File: src/rtl/hh_spike_monitor.sv
// Windowed spike statistics for the Hodgkin-Huxley core: edge count, last ISI and peak state, reported over valid/ready.
// Optional MON_ISI_MIN_EN adds rpt_isi_min, the smallest ISI completed inside each window.
module hh_spike_monitor #(
  parameter int WINDOW_CYCLES = 1000,
  parameter int CNT_W         = 8,
  parameter int ISI_W         = 16
) (
  input  logic             clk,
  input  logic             rst,
  input  logic             en,
  input  logic             spike_in,
  input  logic [7:0]       state_in,
  input  logic             rpt_ready,
  output logic             spike_pulse,
  output logic             busy,
  output logic             rpt_valid,
  output logic [CNT_W-1:0] rpt_count,
  output logic [ISI_W-1:0] rpt_isi,
  output logic [7:0]       rpt_peak,
`ifdef MON_ISI_MIN_EN
  output logic [ISI_W-1:0] rpt_isi_min,
`endif
  output logic             rpt_overrun
);

  localparam int WIN_W = $clog2(WINDOW_CYCLES);
  localparam logic [WIN_W-1:0] WIN_LAST = WIN_W'(WINDOW_CYCLES - 1);
  localparam logic [CNT_W-1:0] CNT_MAX  = {CNT_W{1'b1}};
  localparam logic [ISI_W-1:0] ISI_MAX  = {ISI_W{1'b1}};

  typedef enum logic {IDLE, RUN} state_t;

  state_t           state_reg, state_next;
  logic             spike_q_reg;
  logic [WIN_W-1:0] win_cnt_reg, win_cnt_next;
  logic [CNT_W-1:0] spk_cnt_reg, spk_cnt_next;
  logic [7:0]       peak_reg, peak_next;
  logic [ISI_W-1:0] isi_run_reg, isi_run_next;
  logic             seen_first_reg, seen_first_next;
  logic [ISI_W-1:0] last_isi_reg, last_isi_next;
  logic             rpt_valid_next, rpt_overrun_next;
  logic [CNT_W-1:0] rpt_count_next;
  logic [ISI_W-1:0] rpt_isi_next;
  logic [7:0]       rpt_peak_next;

  logic             edge_evt, run_active, win_end, transfer, load;
  logic [CNT_W-1:0] spk_cnt_upd;
  logic [7:0]       peak_upd;
  logic [ISI_W-1:0] isi_inc, last_isi_upd;

`ifdef MON_ISI_MIN_EN
  logic [ISI_W-1:0] isi_min_reg, isi_min_next, isi_min_upd;
  logic [ISI_W-1:0] rpt_isi_min_next;
`endif

  assign busy = (state_reg == RUN);

  // Window-end snapshot uses the "_upd" values so the final cycle's edge and sample are included.
  always_comb begin
    edge_evt     = spike_in & ~spike_q_reg;
    run_active   = (state_reg == RUN) && en;
    win_end      = run_active && (win_cnt_reg == WIN_LAST);
    transfer     = rpt_valid & rpt_ready;
    load         = win_end && (!rpt_valid || rpt_ready);
    spk_cnt_upd  = (edge_evt && (spk_cnt_reg != CNT_MAX)) ? spk_cnt_reg + 1'b1 : spk_cnt_reg;
    peak_upd     = (state_in > peak_reg) ? state_in : peak_reg;
    isi_inc      = (isi_run_reg == ISI_MAX) ? isi_run_reg : isi_run_reg + 1'b1;
    last_isi_upd = (edge_evt && seen_first_reg) ? isi_inc : last_isi_reg;
`ifdef MON_ISI_MIN_EN
    isi_min_upd  = (edge_evt && seen_first_reg && (isi_inc < isi_min_reg)) ? isi_inc : isi_min_reg;
`endif

    state_next      = state_reg;
    win_cnt_next    = win_cnt_reg;
    spk_cnt_next    = spk_cnt_reg;
    peak_next       = peak_reg;
    isi_run_next    = isi_run_reg;
    seen_first_next = seen_first_reg;
    last_isi_next   = last_isi_reg;
`ifdef MON_ISI_MIN_EN
    isi_min_next    = isi_min_reg;
`endif

    case (state_reg)
      IDLE: begin
        win_cnt_next    = '0;
        spk_cnt_next    = '0;
        peak_next       = '0;
        isi_run_next    = '0;
        seen_first_next = 1'b0;
        last_isi_next   = '0;
`ifdef MON_ISI_MIN_EN
        isi_min_next    = ISI_MAX;
`endif
        if (en) state_next = RUN;
      end
      RUN: begin
        if (!en) begin
          // Partial window is dropped; IDLE clears the accumulators next cycle.
          state_next = IDLE;
        end else begin
          win_cnt_next    = win_end ? '0 : win_cnt_reg + 1'b1;
          spk_cnt_next    = win_end ? '0 : spk_cnt_upd;
          peak_next       = win_end ? '0 : peak_upd;
          isi_run_next    = edge_evt ? '0 : isi_inc;
          seen_first_next = seen_first_reg | edge_evt;
          last_isi_next   = last_isi_upd;
`ifdef MON_ISI_MIN_EN
          isi_min_next    = win_end ? ISI_MAX : isi_min_upd;
`endif
        end
      end
      default: state_next = IDLE;
    endcase

    rpt_valid_next   = transfer ? 1'b0 : rpt_valid;
    rpt_overrun_next = transfer ? 1'b0 : rpt_overrun;
    rpt_count_next   = rpt_count;
    rpt_isi_next     = rpt_isi;
    rpt_peak_next    = rpt_peak;
`ifdef MON_ISI_MIN_EN
    rpt_isi_min_next = rpt_isi_min;
`endif
    if (load) begin
      rpt_valid_next   = 1'b1;
      rpt_count_next   = spk_cnt_upd;
      rpt_isi_next     = last_isi_upd;
      rpt_peak_next    = peak_upd;
`ifdef MON_ISI_MIN_EN
      rpt_isi_min_next = isi_min_upd;
`endif
    end else if (win_end) begin
      rpt_overrun_next = 1'b1;
    end
  end

  always_ff @(posedge clk or posedge rst) begin
    if (rst) begin
      state_reg      <= IDLE;
      spike_q_reg    <= 1'b0;
      spike_pulse    <= 1'b0;
      win_cnt_reg    <= '0;
      spk_cnt_reg    <= '0;
      peak_reg       <= '0;
      isi_run_reg    <= '0;
      seen_first_reg <= 1'b0;
      last_isi_reg   <= '0;
      rpt_valid      <= 1'b0;
      rpt_overrun    <= 1'b0;
      rpt_count      <= '0;
      rpt_isi        <= '0;
      rpt_peak       <= '0;
`ifdef MON_ISI_MIN_EN
      isi_min_reg    <= '0;
      rpt_isi_min    <= '0;
`endif
    end else begin
      state_reg      <= state_next;
      spike_q_reg    <= spike_in;
      spike_pulse    <= edge_evt;
      win_cnt_reg    <= win_cnt_next;
      spk_cnt_reg    <= spk_cnt_next;
      peak_reg       <= peak_next;
      isi_run_reg    <= isi_run_next;
      seen_first_reg <= seen_first_next;
      last_isi_reg   <= last_isi_next;
      rpt_valid      <= rpt_valid_next;
      rpt_overrun    <= rpt_overrun_next;
      rpt_count      <= rpt_count_next;
      rpt_isi        <= rpt_isi_next;
      rpt_peak       <= rpt_peak_next;
`ifdef MON_ISI_MIN_EN
      isi_min_reg    <= isi_min_next;
      rpt_isi_min    <= rpt_isi_min_next;
`endif
    end
  end

endmodule
File: config.mk
export PLATFORM = sky130hd
export DESIGN_NAME = hh_spike_monitor
export DESIGN_NICKNAME = d
export VERILOG_FILES = /design/src/rtl/hh_spike_monitor.sv
export SDC_FILE = /design/constraint.sdc
export NUM_CORES = 1
export LEC_CHECK = 0
export ABC_CLOCK_PERIOD_IN_PS = 3500
export CAP_MARGIN = 20
export CORE_AREA = 2 2 96 98
export CTS_BUF_LIST = sky130_fd_sc_hd__clkbuf_2
export CTS_CLUSTER_SIZE = 24
export DETAILED_ROUTE_END_ITERATION = 7
export DIE_AREA = 0 0 98 100
export GPL_TIMING_DRIVEN = 0
export PLACE_DENSITY = 0.82
export SYNTH_ARGS = -nofsm -noshare
export SYNTH_HDL_FRONTEND = slang
export SYNTH_SLANG_ARGS = --single-unit
File: constraint.sdc
create_clock -name clk -period 3.5 [get_ports clk]
set_input_delay 0.525 -clock clk [delete_from_list [all_inputs] [get_ports clk]]
set_output_delay 0.525 -clock clk [all_outputs]
set_load 0.01 [all_outputs]
; ---- Yosys cells after proc, flatten, opt, wreduce, memory -nomap -nowiden
; Cells that the tools add are included.
[word_totals]
elab_cells = 61
reg_bits = 96
output_inout_bits = 36
[op_classes]
reduce_logical = 8
n_bitwise = 5
add_sub_neg = 3
n_eq_ne = 4
order_cmp = 1
n_mux = 26
[op_table]
columns = operator, n
row1 = two-way mux 16 bit, 5
row2 = case mux 16 bit (2 select lines), 2
row3 = two-way mux 8 bit, 6
row4 = case mux 8 bit (2 select lines), 2
row5 = two-way mux 10 bit, 2
row6 = case mux 10 bit (2 select lines), 1
row7 = "adder 16 x 1 -> 16 bit, second input constant", 1
row8 = "== test 16 bit, second input constant", 1
row9 = "adder 10 x 1 -> 10 bit, second input constant", 1
row10 = "== test 10 bit, second input constant", 1
row11 = "adder 8 x 1 -> 8 bit, second input constant", 1
row12 = > comparator 8 bit, 1
row13 = "!= test 8 bit, second input constant", 1
row14 = two-way mux 1 bit, 7
row15 = logical AND 1 bit, 5
row16 = bitwise AND 1 bit, 2
row17 = "!= test 2 bit, second input constant", 1
row18 = inverter 1 bit, 2
row19 = case mux 1 bit (2 select lines), 1
row20 = nonzero test 2 bit, 1
row21 = logical NOT 1 bit, 1
row22 = logical OR 1 bit, 1
row23 = bitwise OR 1 bit, 1

; ---- Longest topological paths before layout
; Gate-level depths: netlist (run 1).
[depth]
ltp_word = 7
mapped_depth = 9

; ---- Worst setup path after synthesis (run 1)
; Ideal clock, no wire load.
[synth_path]
path_kind = input to register
start = input port state_in[5]
end = register peak_reg[0]
stages = 7
arrival_time_ns = 2.034
path_slack_ns = 1.398
t_required_ns = 3.432
path_buffers = 1
cell_sequence = ha_1 and4_1 o211ai_1 and3_1 clkbuf_1 nor3_2 a22o_1
[synth_between]
elab_chain_cells = 5
[synth_lines]
columns = element, line_no
row1 = "start, declared", 12  ; input logic [7:0] state_in,
row2 = > comparator 8 bit, 66  ; peak_upd = (state_in > peak_reg) ? state_in : peak_reg;
row3 = two-way mux 8 bit, 66
row4 = two-way mux 8 bit, 104  ; peak_next = win_end ? '0 : peak_upd;
row5 = two-way mux 8 bit, 98  ; if (!en) begin
row6 = case mux 8 bit (2 select lines), 84  ; case (state_reg)
row7 = "end signal, assigned", 163  ; peak_reg <= peak_next;
row8 = "end, declared", 37  ; logic [7:0] peak_reg, peak_next;
; No other way between the ends. The select of a mux whose other input is x is not followed.
; A chain may end at the register's enable or synchronous reset.

; ---- Worst setup path after layout (run 1)
[layout_path]
start = register peak_reg[7]
end = register peak_reg[0]
[layout_between]
elab_chain_cells = 5
[layout_lines]
columns = element, line_no
row1 = > comparator 8 bit, 66
row2 = two-way mux 8 bit, 66
row3 = two-way mux 8 bit, 104
row4 = two-way mux 8 bit, 98
row5 = case mux 8 bit (2 select lines), 84
; No other way between the ends. The select of a mux whose other input is x is not followed.

==> impl_metrics.json, run 1 <==
{
  "postSynth.asyncResetShare": 1.00,
  "io_pins": 49,
  "num-fill-cells": 738,
  "grt_pass1_wl_um": 21300,
  "clkLatencyLatePin_ns": 0.57,
  "drc": 0,
  "vias_per_cell": 6.26,
  "firstDrtPassIters": 5,
  "area_delta_synth_final_pct": 14.9,
  "wl_per_cell_um": 17.8,
  "wirelength_um": 13000,
  "rsz0062_at_grt": "no",
  "core_area_mm2": 0.00889,
  "endpoint_kind": "register",
  "min_path_type": "input pin to asynchronous set/reset pin",
  "use_met2": 0.437,
  "ys_top_cells_by_area": "dfrtp_1 47%, o21ai_0 6.2%, a21oi_1 5.2%",
  "p_leak_uw": 0.00253,
  "finalNonFillerCells": 727,
  "power_density_mw_per_mm2": 316,
  "htree_levels": 3,
  "diodes": 0,
  "fmax_mhz": 396,
  "status": "finished, final reports clean",
  "cp.required_ns": 4.02,
  "min_period_over_period": 0.722,
  "antenna_left": 0,
  "cts-root-buf": "clkbuf_2",
  "die_w_um": 98,
  "cp-start-kind": "register",
  "grt.overflow.total": 0,
  "die_y_um": 100,
  "cts_tree": "done",
  "synthFlopType": "dfrtp_1",
  "cts_resized": 0,
  "synth_edf_count": 0,
  "pre_cts_slack_ns": 0.475,
  "crit_chain": "inv_1 -> ha_1 -> and4_1 -> o211ai_1 -> and3_1 -> clkbuf_1 -> nor3_2 -> a22o_1",
  "clkTransAtPathRegs_ns": 0.26,
  "fin_tns_setup_ns": 0,
  "num_rows": 35,
  "synth_cell_types": 59,
  "slew_headroom": 0.506,
  "grt_pass1_vias": 4310,
  "synth_area_mm2": 0.00514,
  "critPathMaxStageDelay_ns": 0.55,
  "place_congestion": 0.968,
  "drv_cap": 0,
  "yosysTopAreaCell": "dfrtp_1",
  "cp_max_fo": 9,
  "grtUsageMet3": 0.0355,
  "post_cts_buffers": 0,
  "r2r_start": "peak_reg[7]",
  "dpl_cell_area_mm2": 0.00579,
  "final_nets": 635,
  "crit_path_start": "peak_reg[7]",
  "max_slew.worst_pin.slew_ns": 0.737,
  "drtIter0Drc": 377,
  "report.final.slew_viol_count": 0,
  "finalCriticalPeriod_ns": 2.53,
  "synth.ff_latch_count": 96,
  "path_class": "register to register",
  "clock_path_buffers": 2,
  "clkSinkCount": 96,
  "drive_above_1_share": 0.0877,
  "grt_use_total": 0.272,
  "synth_area_per_cell_um2": 9.32,
  "dp.cells": 711,
  "timing.final.ws_setup_ns": 0.973,
  "final_area_mm2": 0.00590,
  "yosysSeqAreaShare": 0.468,
  "grt_max_degree": 52,
  "dpl.hpwl_um": 9130,
  "cts_hold_buf": 0,
  "dieArea_mm2": 0.00980,
  "initial_core_util": 0.578,
  "cpMaxStageDelayCell": "nor3_2",
  "fin_worst_skew_ns": 0.0270,
  "finalHoldViolations": 0,
  "antenna_found_initial": 0,
  "cp.arrival_ns": 3.05,
  "peakVddDrop_v": 0.000213,
  "grtUsageMet1": 0.385,
  "synthCells": 551,
  "finalSetupViolCount": 0,
  "vias": 4554,
  "top_usage_layer": "met2",
  "io_buffers": 48,
  "cts_made_buffers": 9,
  "synth_top_area_share": 0.468,
  "synth-warning-count": 0,
  "synth_nets": 575
}
==> metal layers <==
metal / vias to the layer above / share of wire
met5: - / 0
met4: 0 / 0.020
met3: 29 / 0.064
met2: 173 / 0.47
met1: 2212 / 0.44
li1: 2140 / -
==> report_power, final <==
| part | switching, uW | internal (uW) | leakage, uW |
|---|---|---|---|
| Clock | 386 | 165 | 0.0000640 |
| Combinational | 113 | 61.3 | 0.00114 |
| Sequential | 13.2 | 1130 | 0.00133 |
| Total | 512 | 1350 | 0.00253 |
==> cells in the mapped netlist, types with 8 or more instances <==
cell / number
inv_1: 16
buf_2: 12
nor3_1: 9
nand2_1: 57
a21oi_1: 53
a31oi_1: 20
clkbuf_1: 17
a22o_1: 11
nor2_1: 26
and3_1: 14
ha_1: 11
dfrtp_1: 96
nand2b_1: 11
o21ai_0: 64
nand4_1: 8
nand3_1: 25
o31ai_1: 8
xnor2_1: 12
==> kinds of logic (layout without fill, tap and decap cells) <==
family,count (synthesis),count (layout),share of synthesized area
simple gates,188,188,0.203
fa+ha+maj,11,11,0.0268
mux,4,4,0.00779
xor+xnor,16,16,0.0273
flops,96,96,0.468
buf+inv,48,113,0.0392
compound gates,188,188,0.228
==> worst max-delay path: cells and delay by family, from the launching register on <==
family,cells,cell delay [ns]
simple gates,3,1.04
flops,1,0.44
compound gates,2,0.42
fa+ha+maj,1,0.29
buf+inv,2,0.28
==> metrics by stage <==
stage | power [uW] | util | hold slack, ns
after global placement | 1320 | 0.648 | 0.464
after detailed placement | 1330 | 0.651 | 0.474
after CTS | 1870 | 0.664 | 0.333
after floorplan | 1260 | - | 0.460
after global routing | 1940 | 0.664 | 0.347
final | 1860 | 0.664 | 0.328
==> worst paths after layout <==
path                            slack (ns)        endpoint  depth (start not counted)
worst max register to register        0.97     peak_reg[0]                          8
min in group clk                      0.39            busy                          1
worst max-delay path                  0.97     peak_reg[0]                          8
max in group asynchronous             2.52  isi_run_reg[7]                          3
worst min register to register        0.52      rpt_isi[6]                          1
worst min-delay path                  0.33    rpt_count[3]                          2
==> cells in the final DEF, fill, tap and decap left out, types with 6 or more instances in the layout <==
| cell type | instances |
|---|---|
| and4_1 | 6 |
| and3_1 | 14 |
| dfrtp_1 | 96 |
| a22o_1 | 11 |
| clkbuf_2 | 11 |
| nand2_1 | 57 |
| o31ai_1 | 8 |
| nor3_1 | 9 |
| a31oi_1 | 20 |
| xnor2_1 | 12 |
| nor2_1 | 26 |
| ha_1 | 11 |
| inv_1 | 15 |
| clkbuf_1 | 17 |
| nand2b_1 | 11 |
| clkdlybuf4s50_1 | 48 |
| o21ai_0 | 64 |
| a21o_1 | 7 |
| nand3_1 | 25 |
| buf_2 | 12 |
| nand4_1 | 8 |
| a21oi_1 | 53 |
==> layout make-up <==
cell class,instances,area [um^2],area share
clock buffer,9,45.0,0.00763
inverter,16,62.6,0.0106
buffer,32,141,0.0240
timing repair buffer,49,508,0.0861
clock inverter,7,70.1,0.0119
sequential,96,2400,0.407
multi-input combinational,407,2530,0.429
tap,111,139,0.0235
(Power assumes the default switching activity.)
==> inputs of run 2 (changes only) <==
ABC_CLOCK_PERIOD_IN_PS = 2400   (was 3500)
clock period = 2.4 ns   (was 3.5 ns; I/O delays follow)
==> impl_metrics.json, run 2 (synthesized netlist as in run 1, its figures left out) <==
{
  "p_leak_uw": 0.00257,
  "finalNonFillerCells": 734,
  "finalHoldViolations": 0,
  "cp.arrival_ns": 2.82,
  "mostFrequentLayoutCells": "95 x dfrtp_1, 64 x o21ai_0, 57 x nand2_1",
  "report.final.slew_viol_count": 0,
  "drtIter0Drc": 416,
  "cts_tree": "done",
  "area_delta_synth_final_pct": 16.7,
  "num_rows": 35,
  "cpMaxStageDelayCell": "and3_1",
  "io_buffers": 48,
  "diodes": 0,
  "max_slew.worst_pin.slew_ns": 0.896,
  "cts_made_buffers": 9,
  "fin_worst_skew_ns": 0.0411,
  "grt.overflow.total": 0,
  "drc": 0,
  "fmax_mhz": 439,
  "status": "finished, final reports clean",
  "peakVddDrop_v": 0.000299,
  "crit_family": "simple AND/OR/NAND/NOR gates",
  "min_path_type": "input pin to register",
  "final_common_cell": "dfrtp_1",
  "dpl_cell_area_mm2": 0.00580,
  "dpl.hpwl_um": 9110,
  "cts-root-buf": "clkbuf_2",
  "die_w_um": 98,
  "path_class": "register to register",
  "cp.required_ns": 2.94,
  "grt_use_total": 0.276,
  "clkTransAtPathRegs_ns": 0.29,
  "wl_per_cell_um": 17.6,
  "rsz0062_at_grt": "no",
  "clock_path_buffers": 2,
  "endpoint_kind": "register",
  "multi_input_area_mm2": 0.00256,
  "dieArea_mm2": 0.00980,
  "antenna_found_initial": 0,
  "die_y_um": 100,
  "switchingPower_uw": 770,
  "regArea_mm2": 0.00240,
  "min_period_over_period": 0.949,
  "wirelength_um": 12900,
  "swShare": 0.279,
  "crit_chain": "inv_1 -> ha_1 -> and4_1 -> a21oi_1 -> and3_1 -> nor3_4 -> buf_4 -> a22o_1",
  "finalSetupViolCount": 0,
  "final_area_mm2": 0.00599,
  "place_congestion": 0.970,
  "num-fill-cells": 721,
  "initial_core_util": 0.578,
  "p_clk_frac": 0.302,
  "grt_max_degree": 42,
  "clkSinkCount": 96,
  "p_seq_frac": 0.602,
  "p_int_uw": 1990,
  "drv_cap": 0,
  "antenna_left": 0,
  "cp_max_fo": 9,
  "cts_hold_buf": 0,
  "io_pins": 49,
  "slew_headroom": 0.401,
  "cp-start-kind": "register",
  "vias": 4573,
  "vias_per_cell": 6.23,
  "grt_pass1_vias": 4411,
  "grt_pass1_wl_um": 21600,
  "hold_slack_ns": 0.177,
  "finalCriticalPeriod_ns": 2.28,
  "power_density_mw_per_mm2": 461,
  "critPathMaxStageDelay_ns": 0.46,
  "path_buf_inv": 2,
  "final_nets": 642,
  "clkLatencyLatePin_ns": 0.61,
  "dp.cells": 712,
  "comb_power_share": 0.096,
  "firstDrtPassIters": 5,
  "htree_levels": 3,
  "core_area_mm2": 0.00889,
  "drive_above_1_share": 0.108
}
run 2: cell types whose count changed in the layout (fill, tap and decap cells not counted), sizes merged:
cell	before	now
clkinvlp	2	3
buf	14	22
clkinv	2	1
inv	18	17
run 2: path summary, 6_finish.rpt:
| path | cells past startpoint | startpoint | endpoint | slack, ns |
|---|---|---|---|---|
| worst max-delay path | 8 | peak_reg[5] | peak_reg[3] | 0.12 |
| worst min-delay path | 1 | en | busy | 0.18 |
| worst max register to register | 8 | peak_reg[5] | peak_reg[3] | 0.12 |
| worst min register to register | 1 | rpt_isi[6] | rpt_isi[6] | 0.51 |
| max in group asynchronous | 4 | rst | isi_run_reg[3] | 1.31 |
| min in group asynchronous | 2 | rst | win_cnt_reg[5] | 0.23 |
run 2: area by class of cell:
| cell class | instances | share of cell area |
|---|---|---|
| buffer | 31 | 0.0230 |
| sequential | 96 | 0.401 |
| inverter | 16 | 0.0106 |
| multi-input combinational | 407 | 0.427 |
| clock buffer | 10 | 0.00835 |
| tap | 111 | 0.0232 |
| timing repair buffer | 57 | 0.0956 |
| clock inverter | 6 | 0.0113 |
run 2: metal layers:
metal  vias to the layer above  part of all wire  global-route usage
met1                      2213              0.44               0.381
li1                       2152                 -                   -
met4                         0             0.023               0.114
met2                       182              0.47               0.443
met3                        26             0.067              0.0397
met5                         -                 0                   0
run 2: through the flow:
stage | power, uW | worst slack (ns) | util | TNS, ns
after global routing | 2860 | 0.00993 | 0.674 | 0
after CTS | 2760 | 0.0428 | 0.669 | 0
after floorplan | 1840 | 0.449 | - | 0
final | 2760 | 0.122 | 0.674 | 0
after detailed placement | 1940 | -0.527 | 0.652 | -10.84
after global placement | 1920 | -0.456 | 0.648 | -18.31
run 2: repair_timing:
item                       CTS  global route
setup buffers                2             5
pin swaps                    1             3
setup endpoints to repair    9            24
resized for setup            2             3
run 2: power by group through the flow:
stage | clock network (uW) | logic [uW] | registers, uW
after floorplan | 0 | 158 | 1680
after global placement | 0 | 237 | 1690
after detailed placement | 0 | 255 | 1690
after CTS | 841 | 260 | 1660
after global routing | 895 | 295 | 1670
final | 833 | 266 | 1660
